## config.mk

```make
export PLATFORM = sky130hd
export DESIGN_NAME = ps2_host_tx
export DESIGN_NICKNAME = d
export VERILOG_FILES = /design/src/rtl/ps2_host_tx.sv
export SDC_FILE = /design/constraint.sdc
export NUM_CORES = 1
export LEC_CHECK = 0
export CAP_MARGIN = 30
export CORE_UTILIZATION = 50
export CTS_BUF_LIST = sky130_fd_sc_hd__clkbuf_4
export DETAILED_ROUTE_END_ITERATION = 7
export GPL_ROUTABILITY_DRIVEN = 0
export PLACE_DENSITY = 0.71
export SYNTH_ARGS = -nofsm -noshare
export SYNTH_HDL_FRONTEND = slang
export SYNTH_SLANG_ARGS = --single-unit
```

## constraint.sdc

```tcl
create_clock -name CLK28 -period 2.5 [get_ports CLK28]
set_input_delay 0.625 -clock CLK28 [delete_from_list [all_inputs] [get_ports CLK28]]
set_output_delay 0.625 -clock CLK28 [all_outputs]
set_load 0.005 [all_outputs]
```

## src/rtl/ps2_host_tx.sv

```systemverilog
// Host-to-device PS/2 transmitter: inhibits the bus, issues request-to-send and
// clocks one command byte out to the keyboard on device-generated falling edges.
module ps2_host_tx #(
  parameter int INHIBIT_CYCLES = 3000,
  parameter int TIMEOUT_CYCLES = 425600,
  parameter int FILTER_CYCLES  = 8
) (
  input  logic       CLK28,
  input  logic       sreset,
  input  logic       ps2_clk_in,
  input  logic       ps2_dat_in,
  input  logic [7:0] tx_data,
  input  logic       tx_start,
  output logic       busy,
  output logic       tx_done,
  output logic       tx_error,
  output logic       ps2_clk_oe,
  output logic       ps2_dat_oe,
  output logic       rx_inhibit
);

  localparam int IW = (INHIBIT_CYCLES > 2) ? $clog2(INHIBIT_CYCLES) : 1;
  localparam int WW = (TIMEOUT_CYCLES > 2) ? $clog2(TIMEOUT_CYCLES) : 1;
  localparam int FW = $clog2(FILTER_CYCLES) + 1;

  localparam logic [IW-1:0] INH_LAST = IW'(INHIBIT_CYCLES - 1);
  localparam logic [IW-1:0] INH_PRE  = IW'(INHIBIT_CYCLES - 2);
  localparam logic [WW-1:0] WD_LAST  = WW'(TIMEOUT_CYCLES - 1);
  localparam logic [FW-1:0] FLT_LAST = FW'(FILTER_CYCLES - 1);

  typedef enum logic [2:0] {
    IDLE,
    INHIBIT,
    RTS,
    DATA,
    ACK,
    RELEASE
  } state_t;

  logic [1:0]    clk_sync;
  logic [1:0]    dat_sync;
  logic          clk_filt;
  logic [FW-1:0] flt_cnt;
  logic          fall;

  state_t        state, state_n;
  logic [IW-1:0] inh_cnt, inh_cnt_n;
  logic [WW-1:0] wdog, wdog_n;
  logic [3:0]    bitcnt, bitcnt_n;
  logic [9:0]    shreg, shreg_n;
  logic          ack_bad, ack_bad_n;
  logic          busy_n, done_n, error_n, clk_oe_n, dat_oe_n;
  logic          wd_active;

  // Sync registers idle high so the bus looks released straight out of reset;
  // a new clock level is only taken after FILTER_CYCLES agreeing samples.
  always_ff @(posedge CLK28) begin
    if (sreset) begin
      clk_sync <= 2'b11;
      dat_sync <= 2'b11;
      clk_filt <= 1'b1;
      flt_cnt  <= '0;
      fall     <= 1'b0;
    end else begin
      clk_sync <= {clk_sync[0], ps2_clk_in};
      dat_sync <= {dat_sync[0], ps2_dat_in};
      fall     <= 1'b0;
      if (clk_sync[1] == clk_filt) begin
        flt_cnt <= '0;
      end else if (flt_cnt == FLT_LAST) begin
        flt_cnt  <= '0;
        clk_filt <= clk_sync[1];
        fall     <= clk_filt;
      end else begin
        flt_cnt <= flt_cnt + 1'b1;
      end
    end
  end

  always_ff @(posedge CLK28) begin
    if (sreset) begin
      state      <= IDLE;
      inh_cnt    <= '0;
      wdog       <= '0;
      bitcnt     <= '0;
      shreg      <= '0;
      ack_bad    <= 1'b0;
      busy       <= 1'b0;
      tx_done    <= 1'b0;
      tx_error   <= 1'b0;
      ps2_clk_oe <= 1'b0;
      ps2_dat_oe <= 1'b0;
    end else begin
      state      <= state_n;
      inh_cnt    <= inh_cnt_n;
      wdog       <= wdog_n;
      bitcnt     <= bitcnt_n;
      shreg      <= shreg_n;
      ack_bad    <= ack_bad_n;
      busy       <= busy_n;
      tx_done    <= done_n;
      tx_error   <= error_n;
      ps2_clk_oe <= clk_oe_n;
      ps2_dat_oe <= dat_oe_n;
    end
  end

  assign wd_active = (state == RTS) || (state == DATA) ||
                     (state == ACK) || (state == RELEASE);

  always_comb begin
    state_n   = state;
    inh_cnt_n = inh_cnt;
    wdog_n    = wdog;
    bitcnt_n  = bitcnt;
    shreg_n   = shreg;
    ack_bad_n = ack_bad;
    busy_n    = busy;
    done_n    = 1'b0;
    error_n   = 1'b0;
    clk_oe_n  = ps2_clk_oe;
    dat_oe_n  = ps2_dat_oe;

    if (wd_active) begin
      wdog_n = wdog + 1'b1;
    end

    case (state)
      IDLE: begin
        // The cycle carrying a done/error pulse must not start a new frame.
        if (tx_start && !tx_done && !tx_error) begin
          state_n   = INHIBIT;
          busy_n    = 1'b1;
          clk_oe_n  = 1'b1;
          dat_oe_n  = 1'b0;
          inh_cnt_n = '0;
          shreg_n   = {1'b1, ~^tx_data, tx_data};
        end
      end

      INHIBIT: begin
        inh_cnt_n = inh_cnt + 1'b1;
        if (inh_cnt == INH_PRE) begin
          dat_oe_n = 1'b1;
        end
        if (inh_cnt == INH_LAST) begin
          state_n  = RTS;
          clk_oe_n = 1'b0;
          dat_oe_n = 1'b1;
          wdog_n   = '0;
          bitcnt_n = '0;
        end
      end

      // shreg shifts right so bit 0 is always the next bit to present.
      RTS, DATA: begin
        if (fall) begin
          dat_oe_n = ~shreg[0];
          shreg_n  = {1'b1, shreg[9:1]};
          bitcnt_n = bitcnt + 1'b1;
          state_n  = (bitcnt == 4'd9) ? ACK : DATA;
        end
      end

      ACK: begin
        if (fall) begin
          ack_bad_n = dat_sync[1];
          state_n   = RELEASE;
        end
      end

      RELEASE: begin
        if (clk_sync[1] && dat_sync[1]) begin
          done_n   = ~ack_bad;
          error_n  = ack_bad;
          busy_n   = 1'b0;
          clk_oe_n = 1'b0;
          dat_oe_n = 1'b0;
          state_n  = IDLE;
        end
      end

      default: begin
        state_n = IDLE;
      end
    endcase

    if (wd_active && (wdog == WD_LAST)) begin
      clk_oe_n = 1'b0;
      dat_oe_n = 1'b0;
      done_n   = 1'b0;
      error_n  = 1'b1;
      busy_n   = 1'b0;
      state_n  = IDLE;
    end
  end

  assign rx_inhibit = busy;

endmodule

```

==> impl_summary.log, run 1 <==
INFO  metric outcome = finished, final reports clean
INFO  metric totalNegativeSetupSlack = 0 ns
INFO  metric num_antenna_cells = 0
INFO  metric post-dp-hpwl = between 4 and 5 mm
INFO  metric mappedNetlistNets = 367
INFO  metric pnr_worst_setup_slack = approximately 0.37 ns
INFO  metric cell_accounting_for_the_most_synthesized_area = sky130_fd_sc_hd__dfxtp_1
INFO  metric cp-start-kind = register
INFO  metric setup_violations = 0
INFO  metric placed_cells = roughly 430
INFO  metric number_of_enable_type_register_cells_in_the_synthesized_netlist = 0
INFO  metric max_slew_margin = between 60% and 70%
INFO  metric number_of_buffers_created_by_cts = 9
INFO  metric timing.critical_path.arrival = between 2 and 2.5 ns
INFO  metric postSynth.topFlopCell = sky130_fd_sc_hd__dfxtp_1
INFO  metric floorplan.core_area = ~5600 µm²
INFO  metric netlist_top_cells_count = sky130_fd_sc_hd__dfxtp_1, sky130_fd_sc_hd__nor2_1, sky130_fd_sc_hd__nand2_1
INFO  metric critical-path-max-stage-delay = 0.60 ns
INFO  metric detailedRoute.firstIterationViolations = between 100 and 150
INFO  metric numPortBuffers = 18
INFO  metric critPathKind = reg2reg
INFO  metric syn-instance-count = roughly 350
INFO  metric syn_area = 3010 µm²
INFO  metric fin_util = about three fifths
INFO  metric worst_hold_slack = between 0.4 and 0.5 ns
INFO  metric pin_count = 19
INFO  metric num_rows = 27
INFO  metric cp_cell_sequence = xor2_1, nand2_1, or4_1, a21oi_1
INFO  metric class_of_the_most_critical_hold_timing_path = reg2reg
INFO  metric max_freq = 0.470 GHz
INFO  metric drt_first_pass_iters = 5
INFO  metric worstPathRequired = roughly 2.8 ns
INFO  metric postcts_setup_bufs = 0
INFO  metric cts.hold.buffers_added = 0
INFO  metric slowest_stage_cell_crit_path = sky130_fd_sc_hd__dfxtp_1
INFO  metric power_density = between 500 and 600 nW/µm²
INFO  metric setup_repair_after_global_routing_missed_its_margin = false
INFO  metric drt_drc_violations_left = 0
INFO  metric skew = ~0.01 ns
INFO  metric worst-path-max-fanout = 13
INFO  metric synth-warning-count = 0
INFO  metric grt_overflow_total = 0
INFO  metric initial_core_util = a little over half
INFO  metric clk_pin_slew_worst_paths = around 0.10 ns
INFO  metric grtUsageTotal = 21.0%
INFO  metric grt_max_degree = 25
INFO  metric synth_sequential_area_ratio = between 40% and 50%
INFO  metric insertion_delay = 0.40 ns
INFO  metric final_cell_count_no_fill = between 400 and 500
INFO  metric area.growth.synth_to_final = 11.4%
INFO  metric period_share = ~85%
INFO  metric final.min_clock_period = between 2 and 2.5 ns
INFO  metric routed_wirelength = 5.90 mm
INFO  metric tritoncts = built
INFO  metric drive_above_1_share = about 7.8%
INFO  metric post_drt_wl_per_cell = about 13 µm
INFO  metric die_height = slightly below 80 µm
INFO  metric clk_path_buf_depth = 2
INFO  metric final_max_slew_viol_count = 0
INFO  metric dp_slack = about 0.14 ns
INFO  metric synth_cell_types = 51
INFO  metric max-cap-violations = 0
INFO  metric die_area = about 6300 µm²
INFO  metric die_w = 79.5 µm
INFO  metric grt_pass1_vias = 2324
INFO  metric final-hold-violation-count = 0
INFO  metric postSynthRegisterBits = 64
INFO  metric cts-htree-levels = 3
INFO  metric grt_first_pass_wirelength = a little over 10 mm
INFO  metric ys_top_cells_by_area = sky130_fd_sc_hd__dfxtp_1, sky130_fd_sc_hd__nor2_1, sky130_fd_sc_hd__nand2_1, sky130_fd_sc_hd__xor2_1, sky130_fd_sc_hd__a21oi_1
INFO  metric routed-via-count = ~2500
INFO  metric cts.repair.resized = 0
INFO  metric grt_antenna_before_repair = 0
INFO  metric per_instance_average_area_after_synthesis = roughly 8.6 µm²
INFO  metric yosys.cell_count.top_type = sky130_fd_sc_hd__dfxtp_1
INFO  metric postRouteAntennaNets = 0
INFO  metric power_leakage = around 1.2 nW
INFO  metric ir_drop = 0.320 mV
INFO  metric yosysTopAreaCellShare = between 40% and 50%
INFO  metric viasPerCell = 5.69
INFO  metric tightestPinTransition = between 0.5 and 0.6 ns
INFO  metric nNetsFinal = 387
INFO  metric cts-root-buf = sky130_fd_sc_hd__clkbuf_4
INFO  metric tritoncts_num_sinks = 64
INFO  metric asyncSetResetFlopFracSynth = 0%
INFO  metric nature_of_the_critical_path_endpoint = register
## layer usage
metal  part of all wire [%]  global-route usage (%)  up-vias  wire [µm]
met5                      0                       0        -          0
met4                    1.4                    6.55        0         80
met3                    4.2                    7.43        8        246
met2                     44                    31.0       50       2570
met1                     51                    28.3     1161       3000
li1                       -                       -     1303          -
## through the flow
stage               area (µm²)  power, mW
detailed placement        3250       1.24
floorplan                 3010       1.18
global placement          3250       1.23
CTS                       3350       1.77
global route              3350       1.83
finish                    3350       1.75
## critical path: cells and delay by family (launching register included)
family           cells  cell delay (ns)
flip-flops           1             0.60
XOR/XNOR             1             0.40
AO/OA/AOI/OAI        1             0.16
AND/OR/NAND/NOR      2             0.89
## power breakdown
group	internal, mW	switching, mW	total [mW]
sequential	1.05	0.0192	1.06
clock	0.185	0.354	0.538
combinational	0.0750	0.0746	0.150
## final timing paths
path | start | to | slack [ns] | cells after the start
worst max-delay path | state[2]$_SDFFE_PP0P_ | wdog[14]$_SDFF_PP0_ | 0.37 | 4
worst min-delay path | dat_sync[0]$_SDFF_PP1_ | dat_sync[1]$_SDFF_PP1_ | 0.42 | 1
worst max register to register | state[2]$_SDFFE_PP0P_ | wdog[14]$_SDFF_PP0_ | 0.37 | 4
worst min register to register | dat_sync[0]$_SDFF_PP1_ | dat_sync[1]$_SDFF_PP1_ | 0.42 | 1
## placed cells by master (no fill, tap or decap), types with 6 or more instances in the layout
| cell | synthesis | routed |
|---|---|---|
| sky130_fd_sc_hd__dfxtp_1 | 64 | 64 |
| sky130_fd_sc_hd__nor2_1 | 40 | 40 |
| sky130_fd_sc_hd__nand2_1 | 34 | 34 |
| sky130_fd_sc_hd__a21oi_1 | 20 | 20 |
| sky130_fd_sc_hd__clkdlybuf4s50_1 | 0 | 18 |
| sky130_fd_sc_hd__xor2_1 | 14 | 14 |
| sky130_fd_sc_hd__nand3_1 | 14 | 14 |
| sky130_fd_sc_hd__o21ai_0 | 13 | 13 |
| sky130_fd_sc_hd__xnor2_1 | 10 | 10 |
| sky130_fd_sc_hd__and3_1 | 9 | 9 |
| sky130_fd_sc_hd__nand4_1 | 9 | 9 |
| sky130_fd_sc_hd__or3_1 | 9 | 9 |
| sky130_fd_sc_hd__clkbuf_4 | 0 | 9 |
| sky130_fd_sc_hd__a311oi_1 | 8 | 8 |
| sky130_fd_sc_hd__o31ai_1 | 7 | 7 |
| sky130_fd_sc_hd__or4_1 | 7 | 7 |
| sky130_fd_sc_hd__buf_4 | 2 | 7 |
| sky130_fd_sc_hd__inv_1 | 6 | 6 |
| sky130_fd_sc_hd__mux2i_1 | 6 | 6 |
| sky130_fd_sc_hd__ha_1 | 6 | 6 |
## cells by family (layout without fill, tap and decap cells)
logic type | count (synthesis) | count (layout) | share of synthesized area, %
and+or+nand+nor | 156 | 156 | 27.2
buffers and inverters | 23 | 46 | 3.37
adders and majority gates | 6 | 6 | 2.50
xor gates and xnor gates | 24 | 24 | 6.99
muxes | 6 | 6 | 2.00
AOI/OAI and AO/OA | 69 | 69 | 15.3
DFF | 64 | 64 | 42.6
## registers in the layout, summed over array words and instances, names as in the netlist
register / cells
ack_bad: 1
bitcnt: 4
busy: 1
clk_filt: 1
clk_sync: 2
dat_sync: 2
fall: 1
flt_cnt: 4
inh_cnt: 12
ps2_clk_oe: 1
ps2_dat_oe: 1
shreg: 10
state: 3
tx_done: 1
tx_error: 1
wdog: 19
## cell type report
cell class / count / area (µm²)
clock buffer: 9 / 67.6
clock inverter: 5 / 26.3
fill: 516 / 2290
inverter: 7 / 26.3
multi-input combinational: 261 / 1620
sequential: 64 / 1280
tap: 72 / 90.1
timing repair buffer: 25 / 233
Note: power is estimated with default switching activity, not from simulation.
==> run 2, diff against run 1 <==
Settings changed: ABC_CLOCK_PERIOD_IN_PS from default to 2500.
==> results of run 2 <==
No change in the layout: final DEF, timing and power equal those of run 1.
